===== config.mk =====
export PLATFORM = sky130hd
export DESIGN_NAME = tone_sequencer
export DESIGN_NICKNAME = d
export VERILOG_FILES = /design/src/rtl/tone_sequencer.sv
export SDC_FILE = /design/constraint.sdc
export NUM_CORES = 1
export LEC_CHECK = 0
export ABC_AREA = 1
export CORE_MARGIN = 8
export CORE_UTILIZATION = 62
export CTS_CLUSTER_SIZE = 20
export DETAILED_ROUTE_END_ITERATION = 12
export GPL_ROUTABILITY_DRIVEN = 0
export PLACE_DENSITY = 0.93
export SLEW_MARGIN = 20
export SYNTH_ARGS = -nofsm -noshare
export SYNTH_HDL_FRONTEND = slang
export SYNTH_SLANG_ARGS = --single-unit

===== constraint.sdc =====
create_clock -name clk -period 7.9 [get_ports clk]
set_input_delay 1.58 -clock clk [delete_from_list [all_inputs] [get_ports clk]]
set_output_delay 1.58 -clock clk [all_outputs]
set_load 0.005 [all_outputs]

===== src/rtl/tone_sequencer.sv =====
// rtl/tone_sequencer.sv - song ROM stepper that turns note codes into half-period dividers
// Walks the song one entry per beat and drives registered divider/noise/volume outputs.
module tone_sequencer #(
    parameter int CLK_HZ   = 100_000_000,
    parameter int BEAT_HZ  = 8,
    parameter int GAP_CYC  = (CLK_HZ / BEAT_HZ) / 8,
    parameter int SONG_LEN = 64,
    parameter int ADDR_W   = 6
) (
    input  logic              clk,
    input  logic              rst,
    input  logic              i_play,
    input  logic              i_stop,
    input  logic              i_pause,
    input  logic              i_loop_en,
    input  logic              i_vol_up,
    input  logic              i_vol_down,
    output logic [ADDR_W-1:0] o_rom_addr,
    input  logic [5:0]        i_rom_data_l,
    input  logic [5:0]        i_rom_data_r,
    output logic [21:0]       o_note_div_left,
    output logic [21:0]       o_note_div_right,
    output logic              o_is_noise,
    output logic [2:0]        o_volume,
    output logic              o_beat_tick,
    output logic              o_busy,
    output logic              o_done
);

    localparam int BEAT_CYC = CLK_HZ / BEAT_HZ;
    localparam int CNT_W    = $clog2(BEAT_CYC + 1);
    localparam logic [CNT_W-1:0]  LAST_CNT  = CNT_W'(BEAT_CYC - 1);
    localparam logic [CNT_W-1:0]  GAP_START = CNT_W'(BEAT_CYC - GAP_CYC);
    localparam logic [ADDR_W-1:0] LAST_ADDR = ADDR_W'(SONG_LEN - 1);

    typedef enum logic [2:0] {S_IDLE, S_FETCH, S_LOAD, S_PLAY, S_PAUSE} state_t;

    state_t            r_state, w_state_nxt;
    logic [CNT_W-1:0]  r_cnt, w_cnt_nxt;
    logic [ADDR_W-1:0] r_addr, w_addr_nxt;
    logic [21:0]       r_note_l, r_note_r, w_note_l, w_note_r;
    logic              r_noise_l, r_noise_r, w_noise_l, w_noise_r;
    logic [22:0]       w_dec_l, w_dec_r;
    logic              w_sound, w_tick_nxt, w_done_nxt;
    logic [21:0]       r_div_l, r_div_r;
    logic              r_is_noise, r_beat_tick, r_done;
    logic [2:0]        r_vol;

    // {is_noise, divider}; base table is octave 3, higher octaves halve the period
    function automatic logic [22:0] decode_note(input logic [5:0] code);
        logic [21:0] base;
        logic        noise;
        logic        rest;
        base  = 22'd0;
        noise = 1'b0;
        rest  = 1'b0;
        case (code[3:0])
            4'd0:    base = 22'd382224;
            4'd1:    base = 22'd360772;
            4'd2:    base = 22'd340524;
            4'd3:    base = 22'd321412;
            4'd4:    base = 22'd303371;
            4'd5:    base = 22'd286344;
            4'd6:    base = 22'd270273;
            4'd7:    base = 22'd255103;
            4'd8:    base = 22'd240786;
            4'd9:    base = 22'd227271;
            4'd10:   base = 22'd214515;
            4'd11:   base = 22'd202475;
            4'd13:   noise = 1'b1;
            default: rest = 1'b1;
        endcase
        if (noise)
            return {1'b1, 22'd2};
        else if (rest)
            return {1'b0, 22'd1};
        else
            return {1'b0, base >> code[5:4]};
    endfunction

    assign w_dec_l = decode_note(i_rom_data_l);
    assign w_dec_r = decode_note(i_rom_data_r);

    always_comb begin
        w_state_nxt = r_state;
        w_cnt_nxt   = r_cnt;
        w_addr_nxt  = r_addr;
        w_done_nxt  = 1'b0;
        case (r_state)
            S_IDLE: begin
                if (i_play && !i_stop) begin
                    w_state_nxt = S_FETCH;
                    w_addr_nxt  = '0;
                end
            end
            S_FETCH: w_state_nxt = i_stop ? S_IDLE : S_LOAD;
            S_LOAD: begin
                if (i_stop) begin
                    w_state_nxt = S_IDLE;
                end else begin
                    w_state_nxt = S_PLAY;
                    w_cnt_nxt   = '0;
                end
            end
            S_PLAY: begin
                if (i_stop) begin
                    w_state_nxt = S_IDLE;
                end else if (i_pause) begin
                    w_state_nxt = S_PAUSE;
                end else if (r_cnt == LAST_CNT) begin
                    w_cnt_nxt = '0;
                    if (r_addr != LAST_ADDR) begin
                        w_addr_nxt  = r_addr + 1'b1;
                        w_state_nxt = S_FETCH;
                    end else if (i_loop_en) begin
                        w_addr_nxt  = '0;
                        w_state_nxt = S_FETCH;
                    end else begin
                        w_state_nxt = S_IDLE;
                        w_done_nxt  = 1'b1;
                    end
                end else begin
                    w_cnt_nxt = r_cnt + 1'b1;
                end
            end
            S_PAUSE: begin
                if (i_stop)
                    w_state_nxt = S_IDLE;
                else if (i_pause)
                    w_state_nxt = S_PLAY;
            end
            default: w_state_nxt = S_IDLE;
        endcase
    end

    // The freshly read codes bypass the latch so the note appears on the first PLAY cycle
    assign w_note_l  = (r_state == S_LOAD) ? w_dec_l[21:0] : r_note_l;
    assign w_note_r  = (r_state == S_LOAD) ? w_dec_r[21:0] : r_note_r;
    assign w_noise_l = (r_state == S_LOAD) ? w_dec_l[22] : r_noise_l;
    assign w_noise_r = (r_state == S_LOAD) ? w_dec_r[22] : r_noise_r;
    assign w_sound    = (w_state_nxt == S_PLAY) && (w_cnt_nxt < GAP_START);
    assign w_tick_nxt = (w_state_nxt == S_PLAY) && (w_cnt_nxt == LAST_CNT);

    always_ff @(posedge clk or posedge rst) begin
        if (rst) begin
            r_state     <= S_IDLE;
            r_cnt       <= '0;
            r_addr      <= '0;
            r_note_l    <= 22'd1;
            r_note_r    <= 22'd1;
            r_noise_l   <= 1'b0;
            r_noise_r   <= 1'b0;
            r_div_l     <= 22'd1;
            r_div_r     <= 22'd1;
            r_is_noise  <= 1'b0;
            r_beat_tick <= 1'b0;
            r_done      <= 1'b0;
            r_vol       <= 3'd3;
        end else begin
            r_state     <= w_state_nxt;
            r_cnt       <= w_cnt_nxt;
            r_addr      <= w_addr_nxt;
            r_note_l    <= w_note_l;
            r_note_r    <= w_note_r;
            r_noise_l   <= w_noise_l;
            r_noise_r   <= w_noise_r;
            r_div_l     <= w_sound ? w_note_l : 22'd1;
            r_div_r     <= w_sound ? w_note_r : 22'd1;
            r_is_noise  <= w_sound && (w_noise_l || w_noise_r);
            r_beat_tick <= w_tick_nxt;
            r_done      <= w_done_nxt;
            if (i_vol_up && !i_vol_down && r_vol != 3'd5)
                r_vol <= r_vol + 3'd1;
            else if (i_vol_down && !i_vol_up && r_vol != 3'd1)
                r_vol <= r_vol - 3'd1;
        end
    end

    assign o_rom_addr       = r_addr;
    assign o_note_div_left  = r_div_l;
    assign o_note_div_right = r_div_r;
    assign o_is_noise       = r_is_noise;
    assign o_volume         = r_vol;
    assign o_beat_tick      = r_beat_tick;
    assign o_busy           = (r_state != S_IDLE);
    assign o_done           = r_done;

endmodule


==> results.cfg <==
[floorplanning]
die_area_sq_um = 15800
dieHeight_um = 126
start_util = 0.629
rows = 40
chipWidth_um = 126
core_sq_um = 11900
ioPinCount = 77

[drt]
vias = 7145
wl_mm = 20.0
ant_nets = 0
avgViaCountPerCell = 5.79
drc = 0
firstDrtPassIters = 7
wl_per_cell_um = 16.2
drtIter0Drc = 908

[global_routing]
gr-total-overflow = 0
track_usage = 0.257
grt_pass1_vias = 7011
grt_max_degree = 76
grt_pass1_wl_mm = 33.2
antenna_found_initial = 0

[logic_synthesis]
seq_area_frac_synth = 0.432
synth_top_family_by_area = simple AND/OR/NAND/NOR gates
syn_area_sq_um = 7490
syn-num-nets = 1028
yosys.area_share.adder = 0.00836
synth-simple-area-share = 0.330
synth_xor_area_frac = 0.00702
yosys.cell_types.count = 48
synth-compound-area-share = 0.111
synth_largest_area_cell = dfrtp_1
synth_top_area_frac = 0.411
syn-mean-instance-area_sq_um = 7.46
ys.warnings.count = 0
synth-seq-cells = 129
synthCells = 1003
yosys-top-cells-area = dfrtp_1, nand2_1, inv_1
synthMuxAreaShare = 0.00134

[worst_setup_path]
slowest_delay_ns = 0.50
cp-end-kind = register
worst-path-max-fanout = 43
slowest_stage = clkdlybuf4s50_1
cp_common_cell = nand2_1
crit_path_cell_trace = clkdlybuf4s50_1 > inv_1 > nand2_1 > nor2_4 > nand2_8 > o21ai_1 > nand2_1 > nor2_1 > nand3_1 > nand2_1 > nand2_4 > nand2_8 > nor2_1
critical_path.n_buffers_inverters = 2
r2r_cells = 12
cp.arrival_ns = 4.64
r2r_start = r_state[2]$_DFF_PP0_
crit_start = i_stop
crit_family = simple AND/OR/NAND/NOR gates
required_ns = 8.18
startpoint_type = input pin
crit_cells = 13
criticalPathCategory = in -> reg

[power_and_ir_drop]
p_int_mw = 1.50
share_comb_of_total_power = 0.269
peakVddDrop_mv = 0.203
p_seq_frac = 0.377
power.leakage_nw = 4.37
pwr-share-clk = 0.355
power.density_nw_per_um2 = 256
p_sw_frac = 0.342
p_sw_mw = 0.783

[timing]
slew_headroom = 0.386
tns_ns = 0
max_clock_freq_ghz = 0.229
rsz0062_at_grt = false
period_minus_slack_ns = 4.36
skew_ns = 0.0119
finalCritPeriodShare = 0.552
hold_slack_ns = 0.473
hold_viol_final = 0
setup_viol = 0
worst_pin_slew_ns = 0.921
setup_slack_ns = 3.54
drv_slew = 0

[layout]
n_fill_cell = 805
seqCellArea_sq_um = 3240
final_nets = 1100
multi_input_area_sq_um = 3430
syn_to_final_growth_pct = 19.2
antenna_cells = 0
final_area_sq_um = 8920
drive_gt1_frac = 0.113
final_common_cell = nand2_1
most-common-layout-cells = nand2_1, inv_1, dfrtp_1

[min_path]
hold_depth = 2
min_from = r_note_r[21]$_DFF_PP0_
hold_class = reg -> reg

[clock_network]
clockBufferDepth = 2
clk_pin_slew_ns = 0.06
postCtsSetupBuffers = 0
tritoncts = yes
htreeDepth = 4
cts-root-buf = clkbuf_16
numCtsBuffers = 17
cts_resized = 0
hold_buffers = 0
cts.sinks = 129
clk_latency_ns = 0.43

[run_status]
status = finished, final reports clean

[placement]
post-place-ws_ns = 3.18
io_buffers = 76
dp_hpwl_mm = 13.1
dpl-instance-area_sq_um = 8300

[flow_run]
maxCapViolCount = 0
metal layers:
metal,track usage,vias up,routed length (um)
met5,0,-,0
li1,-,3292,-
met1,0.296,3334,7750
met2,0.438,435,9850
met4,0.138,0,759
met3,0.0603,84,1590
kinds of logic after synthesis:
family	after synthesis
AND/OR/NAND/NOR	520
flip-flops	129
buffers and inverters	203
adder cells (fa/ha/maj)	5
XOR/XNOR	6
multiplexers	1
AO/OA/AOI/OAI	139
power groups by stage:
stage	sequential, mW	combinational, mW	clock [mW]
2_1_floorplan	0.851	0.428	0
3_3_place_gp	0.859	0.558	0
3_5_place_dp	0.864	0.582	0
4_1_cts	0.858	0.608	0.815
5_1_grt	0.873	0.686	0.846
6_report	0.862	0.615	0.811
area by class of cell:
| type | instances | area share |
|---|---|---|
| Inverter | 177 | 0.0750 |
| Multi-Input combinational cell | 671 | 0.385 |
| Tap cell | 147 | 0.0206 |
| Clock inverter | 14 | 0.0200 |
| Timing Repair Buffer | 79 | 0.0878 |
| Sequential cell | 129 | 0.363 |
| Clock buffer | 18 | 0.0492 |
final timing paths:
| kind | end | slack (ns) |
|---|---|---|
| max reg2reg | o_is_noise$_DFF_PP0_ | 4.77 |
| max in group asynchronous | r_note_r[13]$_DFF_PP0_ | 4.91 |
| min in group asynchronous | r_note_l[5]$_DFF_PP0_ | 1.62 |
| max | o_is_noise$_DFF_PP0_ | 3.54 |
| min reg2reg | r_note_r[21]$_DFF_PP0_ | 0.47 |
| min | r_note_r[21]$_DFF_PP0_ | 0.47 |
per-stage QoR:
step,instances,utilization,power [mW]
finish,1235,0.749,2.29
global route,1235,0.749,2.40
CTS,1235,0.749,2.28
detailed placement,1203,0.697,1.45
global placement,1203,0.697,1.42
floorplan,1003,-,1.28
cell usage after synthesis (all sizes together):
master / instances
a211oi: 3
a21boi: 6
a21oi: 25
a221oi: 1
a22oi: 3
a31oi: 4
and2: 1
buf: 11
clkbuf: 15
clkinv: 2
dfrtp: 123
dfstp: 6
ha: 5
inv: 175
mux2i: 1
nand2: 261
nand3: 54
nand3b: 4
nand4: 14
nor2: 161
nor2b: 2
nor3: 23
o2111ai: 1
o211ai: 7
o21a: 3
o21ai: 68
o21bai: 2
o221ai: 9
o22ai: 5
o311ai: 1
o32ai: 1
xor2: 6
worst reg2reg max path, stage by stage, from the launching register on:
cell and delay (ns):
dfrtp_1 0.48, nor2_2 0.21, nand2_1 0.44, nor2_4 0.39
nand2_8 0.11, o21ai_1 0.25, nand2_1 0.13, nor2_1 0.13
nand3_1 0.10, nand2_1 0.12, nand2_4 0.08, nand2_8 0.43
nor2_1 0.11
registers in the layout (all words and copies together), names as in the netlist, 3 cells and up:
name,count
r_note_l,22
o_volume,3
o_note_div_left,22
r_note_r,22
r_cnt,24
o_rom_addr,6
o_note_div_right,22
r_state,3
(Power assumes the default switching activity.)
